## config.mk

```make
export PLATFORM = sky130hd
export DESIGN_NAME = mc_controller
export DESIGN_NICKNAME = d
export VERILOG_FILES = /design/src/rtl/mc_controller.sv
export SDC_FILE = /design/constraint.sdc
export NUM_CORES = 1
export LEC_CHECK = 0
export ABC_AREA = 0
export CAP_MARGIN = 30
export CORE_MARGIN = 3
export CORE_UTILIZATION = 35
export CTS_CLUSTER_DIAMETER = 30
export DETAILED_ROUTE_END_ITERATION = 12
export GPL_ROUTABILITY_DRIVEN = 0
export GPL_TIMING_DRIVEN = 0
export SYNTH_ARGS = -nofsm -noshare
export SYNTH_HDL_FRONTEND = slang
export SYNTH_SLANG_ARGS = --single-unit
```

## constraint.sdc

```tcl
create_clock -name clk -period 3.83 [get_ports clk]
set_input_delay 0.766 -clock clk [delete_from_list [all_inputs] [get_ports clk]]
set_output_delay 0.766 -clock clk [all_outputs]
set_load 0.05 [all_outputs]
```

## src/rtl/mc_controller.sv

```systemverilog
// Multi-cycle control unit for the MIPS-subset CPU: FETCH/DECODE/EXEC/MEM/WB sequencing,
// retired-instruction counter, illegal-opcode trap. Define MC_CTRL_MEMWAIT_EN for the mem_ready wait/timeout.
module mc_controller #(
    parameter int CNT_W       = 32,
    parameter int TIMEOUT_CYC = 16
) (
    input  logic             clk,
    input  logic             rst_n,
    input  logic [5:0]       op,
    input  logic [5:0]       func,
    input  logic             zero,
    input  logic             mem_ready,
    output logic             pc_we,
    output logic             ir_we,
    output logic             mem_re,
    output logic             mem_we,
    output logic             reg_we,
    output logic [1:0]       pc_src,
    output logic             alu_src,
    output logic [1:0]       alu_op,
    output logic [1:0]       ext_op,
    output logic [1:0]       reg_dst,
    output logic [1:0]       reg_src,
    output logic [2:0]       state,
    output logic             err,
    output logic [CNT_W-1:0] instr_cnt
);

    localparam logic [2:0] S_FETCH  = 3'd0;
    localparam logic [2:0] S_DECODE = 3'd1;
    localparam logic [2:0] S_EXEC   = 3'd2;
    localparam logic [2:0] S_MEM    = 3'd3;
    localparam logic [2:0] S_WB     = 3'd4;
    localparam logic [2:0] S_ERR    = 3'd5;

    localparam logic [3:0] C_ADDU = 4'd0;
    localparam logic [3:0] C_SUBU = 4'd1;
    localparam logic [3:0] C_JR   = 4'd2;
    localparam logic [3:0] C_ORI  = 4'd3;
    localparam logic [3:0] C_LUI  = 4'd4;
    localparam logic [3:0] C_LW   = 4'd5;
    localparam logic [3:0] C_SW   = 4'd6;
    localparam logic [3:0] C_BEQ  = 4'd7;
    localparam logic [3:0] C_J    = 4'd8;
    localparam logic [3:0] C_JAL  = 4'd9;
    localparam logic [3:0] C_ILL  = 4'd10;

    logic [2:0]       state_q, state_d;
    logic [3:0]       cls_q, cls_d, dec_cls;
    logic [CNT_W-1:0] cnt_q, cnt_d;
    logic             pc_we_c, ir_we_c, mem_re_c, mem_we_c, reg_we_c;
    logic             mem_done;

    always_comb begin
        dec_cls = C_ILL;
        case (op)
            6'h00: begin
                case (func)
                    6'h21:   dec_cls = C_ADDU;
                    6'h23:   dec_cls = C_SUBU;
                    6'h08:   dec_cls = C_JR;
                    default: dec_cls = C_ILL;
                endcase
            end
            6'h0D:   dec_cls = C_ORI;
            6'h0F:   dec_cls = C_LUI;
            6'h23:   dec_cls = C_LW;
            6'h2B:   dec_cls = C_SW;
            6'h04:   dec_cls = C_BEQ;
            6'h02:   dec_cls = C_J;
            6'h03:   dec_cls = C_JAL;
            default: dec_cls = C_ILL;
        endcase
    end

`ifdef MC_CTRL_MEMWAIT_EN
    logic [7:0] wait_q, wait_d;
    logic       mem_timeout;

    assign mem_done    = mem_ready;
    assign mem_timeout = !mem_ready && (wait_q == 8'(TIMEOUT_CYC - 1));

    always_comb begin
        wait_d = 8'd0;
        if (state_q == S_MEM && !mem_ready && !mem_timeout)
            wait_d = wait_q + 8'd1;
    end

    always_ff @(posedge clk or negedge rst_n) begin
        if (!rst_n) wait_q <= 8'd0;
        else        wait_q <= wait_d;
    end
`else
    logic mem_timeout;
    logic unused_mem_ready;

    assign mem_done         = 1'b1;
    assign mem_timeout      = 1'b0;
    assign unused_mem_ready = mem_ready;
`endif

    always_comb begin
        state_d  = state_q;
        cls_d    = cls_q;
        pc_we_c  = 1'b0;
        ir_we_c  = 1'b0;
        mem_re_c = 1'b0;
        mem_we_c = 1'b0;
        reg_we_c = 1'b0;
        pc_src   = 2'b00;
        alu_src  = 1'b0;
        alu_op   = 2'b00;
        ext_op   = 2'b00;
        reg_dst  = 2'b00;
        reg_src  = 2'b00;
        err      = 1'b0;

        // Address/ALU controls are driven in EXEC and held through MEM.
        if (state_q == S_EXEC || state_q == S_MEM) begin
            case (cls_q)
                C_SUBU:      alu_op = 2'b01;
                C_ORI:       begin alu_op = 2'b10; alu_src = 1'b1; end
                C_LUI:       begin alu_src = 1'b1; ext_op = 2'b01; end
                C_LW, C_SW:  begin alu_src = 1'b1; ext_op = 2'b10; end
                C_BEQ:       begin alu_op = 2'b01; ext_op = 2'b10; end
                default:     ;
            endcase
        end

        case (state_q)
            S_FETCH: begin
                ir_we_c = 1'b1;
                pc_we_c = 1'b1;
                state_d = S_DECODE;
            end
            S_DECODE: begin
                cls_d = dec_cls;
                case (dec_cls)
                    C_ILL: state_d = S_ERR;
                    C_J: begin
                        pc_we_c = 1'b1;
                        pc_src  = 2'b10;
                        state_d = S_FETCH;
                    end
                    C_JAL: begin
                        pc_we_c  = 1'b1;
                        pc_src   = 2'b10;
                        reg_we_c = 1'b1;
                        reg_dst  = 2'b10;
                        reg_src  = 2'b10;
                        state_d  = S_FETCH;
                    end
                    C_JR: begin
                        pc_we_c = 1'b1;
                        pc_src  = 2'b11;
                        state_d = S_FETCH;
                    end
                    default: state_d = S_EXEC;
                endcase
            end
            S_EXEC: begin
                case (cls_q)
                    C_BEQ: begin
                        pc_we_c = zero;
                        pc_src  = 2'b01;
                        state_d = S_FETCH;
                    end
                    C_LW, C_SW: state_d = S_MEM;
                    default:    state_d = S_WB;
                endcase
            end
            S_MEM: begin
                mem_re_c = (cls_q == C_LW);
                mem_we_c = (cls_q == C_SW);
                if (mem_done)         state_d = (cls_q == C_LW) ? S_WB : S_FETCH;
                else if (mem_timeout) state_d = S_ERR;
            end
            S_WB: begin
                reg_we_c = 1'b1;
                reg_dst  = (cls_q == C_ADDU || cls_q == C_SUBU) ? 2'b01 : 2'b00;
                reg_src  = (cls_q == C_LW) ? 2'b01 : 2'b00;
                state_d  = S_FETCH;
            end
            default: begin
                err     = 1'b1;
                state_d = S_ERR;
            end
        endcase
    end

    // FETCH never loops to itself and ERR never leaves, so any entry into FETCH retires one.
    assign cnt_d = cnt_q + {{(CNT_W-1){1'b0}}, (state_d == S_FETCH)};

    always_ff @(posedge clk or negedge rst_n) begin
        if (!rst_n) begin
            state_q <= S_FETCH;
            cls_q   <= C_ILL;
            cnt_q   <= '0;
        end else begin
            state_q <= state_d;
            cls_q   <= cls_d;
            cnt_q   <= cnt_d;
        end
    end

    assign pc_we     = pc_we_c  & rst_n;
    assign ir_we     = ir_we_c  & rst_n;
    assign mem_re    = mem_re_c & rst_n;
    assign mem_we    = mem_we_c & rst_n;
    assign reg_we    = reg_we_c & rst_n;
    assign state     = state_q;
    assign instr_cnt = cnt_q;

endmodule
```

==> impl_metrics.tcl <==
set metrics [dict create \
    status "finished, final reports clean" \
    clkLatencyLatePin_ns 0.29 \
    grt_pass1_vias 1861 \
    fin_skew_ns 0.006273 \
    final_area_um2 3141 \
    hold_viol 0 \
    cts_made_buffers 5 \
    critical_path_class "in2out" \
    ioPinCount 68 \
    r2r-start "cls_q[1]" \
    grt_use_met1_pct 19.38 \
    timing.critical_path.from "func[3]" \
    pwr_density_cell_nw_per_um2 490.8 \
    htree_levels 2 \
    start_kind "input port" \
    start_util_pct 37.67 \
    hp-class "in2async" \
    period_needed_ns 3.646 \
    met2_usage_pct 24.61 \
    die-area_um2 7122 \
    viasPerCell 5.202 \
    worst_slew_pin_slew_ns 0.5133 \
    rows 27 \
    power.leakage_uw 0.001344 \
    cts_tree "done" \
    nNetsFinal 317 \
    grt.met3_usage_pct 3.238 \
    critPathArrivalTime_ns 2.88 \
    final_common_cell "clkdlybuf4s50_1" \
    grt.overflow.total 0 \
    worstPathRequired_ns 3.06 \
    area_delta_synth_final_pct 46.02 \
    postRouteAntennaNets 0 \
    wl_mm 5.211 \
    diodes 0 \
    synthCells 222 \
    die_w_um 84.39 \
    rsz0062_at_grt "no" \
    syn_area_um2 2151 \
    endpoint_kind "output port" \
    io_buffers 66 \
    grt_pass1_wl_mm 8.680 \
    synthArstFlopShare_pct 100.0 \
    route.vias.total 1935 \
    placed_area_um2 2922 \
    slew_headroom_pct 65.67 \
    yosysWarnings 0 \
    cp_max_fo 4 \
    seq_area_frac_synth_pct 45.49 \
    synth_edf_count 0 \
    setup_tns_ns 0 \
    layout_common_cells "clkdlybuf4s50_1 (54), dfrtp_1 (37), nand2_1 (21)" \
    routedWlPerCell_um 14.01 \
    grt_use_total_pct 14.79 \
    synth-seq-cells 39 \
    clkTransAtPathRegs_ns 0.08 \
    rrSetupSlack_ns 0.72 \
    grt.busiest_layer "met2" \
    cts.sink_count 39 \
    antenna_found_initial 0 \
    synthDistinctLibCells 49 \
    drt_drc_violations_left 0 \
    clockBufferDepth 2 \
    worstReg2RegEnd "instr_cnt[30]" \
    first_iter_violations 62 \
    setup_viol 0 \
    fmax_ghz 0.2743 \
    synth_nets 240 \
    syn-mean-instance-area_um2 9.688 \
    clock-root-buffer "clkbuf_8" \
    dp_hpwl_mm 3.807 \
    drive_gt1_share_pct 13.00 \
    die_y_um 84.39 \
    ys.flop_type "dfrtp_1" \
    ir_drop_v 0.0003100 \
    reg2regPathDepth 13 \
    core-area_um2 5709 \
    grt_max_degree 36 \
    firstDrtPassIters 4 \
    finalCritPeriodShare_pct 95.19 \
    drv_slew 0 \
    max-cap-violations 0 \
]
==> per-layer routing <==
| layer | vias to the layer above | share of wire [%] |
|---|---|---|
| met1 | 934 | 45 |
| met2 | 55 | 49 |
| met4 | 0 | 0.56 |
| met5 | - | 0 |
| li1 | 944 | - |
| met3 | 2 | 5.1 |
==> cell type report <==
class / instances / area, um2
tap: 72 / 90.09
multi-input combinational: 170 / 1187
timing repair buffer: 70 / 699.4
inverter: 6 / 22.52
buffer: 7 / 30.03
sequential: 39 / 978.4
clock inverter: 2 / 60.06
fill: 524 / 2569
clock buffer: 6 / 72.57
==> worst max-delay path, cell delays in order <==
cell,delay [ns]
clkdlybuf4s50_1,0.45
nor4b_2,0.44
a31oi_1,0.17
o22ai_2,0.24
nand2_1,0.14
nor3_2,0.17
buf_4,0.14
clkdlybuf4s15_2,0.36
==> logic make-up (layout without fill, tap and decap cells) <==
| kind of cell | after synthesis | in the layout | synth area share [%] |
|---|---|---|---|
| AOI/OAI and AO/OA | 28 | 28 | 9.424 |
| xor gates and xnor gates | 33 | 33 | 13.44 |
| adders and majority gates | 2 | 2 | 1.163 |
| buffers and inverters | 13 | 91 | 2.443 |
| DFF | 39 | 39 | 45.49 |
| muxes | 1 | 1 | 0.4654 |
| and+or+nand+nor | 106 | 106 | 27.58 |
==> per-stage QoR <==
stage / utilization, % / setup WS [ns] / hold WS (ns) / power, uW / std cells
2_1_floorplan: - / 0.06201 / 0.4704 / 935.9 / 222
3_3_place_gp: 50.91 / -1.063 / 0.4545 / 1134 / 360
3_5_place_dp: 51.17 / -0.7992 / 0.4617 / 1136 / 361
4_1_cts: 54.44 / 0.01419 / 0.2948 / 1549 / 372
5_1_grt: 55.01 / 0.05243 / 0.2987 / 1624 / 372
6_report: 55.01 / 0.1841 / 0.3008 / 1541 / 372
==> sequential cells by signal, summed over array words and instances (netlist names) <==
signal / cells
cls_q: 4
instr_cnt: 32
state: 3
==> report_power, final <==
group          leakage (uW)  switching, uW  total [uW]  internal [uW]
Sequential         0.000518           62.0         536            474
Clock             0.0000654            142         402            260
Combinational      0.000760            395         603            208
Total               0.00134            598        1540            943
==> cell usage after synthesis, types with 5 or more instances <==
master    instances  area [um2]
dfrtp_1          37       925.9
nand2_1          21       78.83
xnor2_1          20       175.2
nand3_1          15       75.07
nor2_1           13       48.80
xor2_1           13       113.9
nor3_1           11       55.05
and3_1            7       43.79
clkbuf_1          6       22.52
inv_1             6       22.52
nand4_1           6       37.54
a21oi_1           5       25.02
nor3b_1           5       37.54
o21ai_0           5       25.02
==> worst max-delay path by stage <==
stage	endpoint	slack (ns)
4_1_cts	reg_src[1]	0.01
3_5_place_dp	instr_cnt[31]	-0.80
6_report	reg_src[1]	0.18
3_3_place_gp	mem_we	-1.06
2_1_floorplan	reg_we	0.06
5_1_grt	instr_cnt[30]	0.05
==> timing repair <==
action | 4_1_cts | 5_1_grt
resized for setup | 36 | 10
hold buffers | 0 | 0
setup endpoints to repair | 27 | 24
buffers inserted | 3 | 0
pin swaps | 5 | 4
Power figures use the tool's default switching activity.
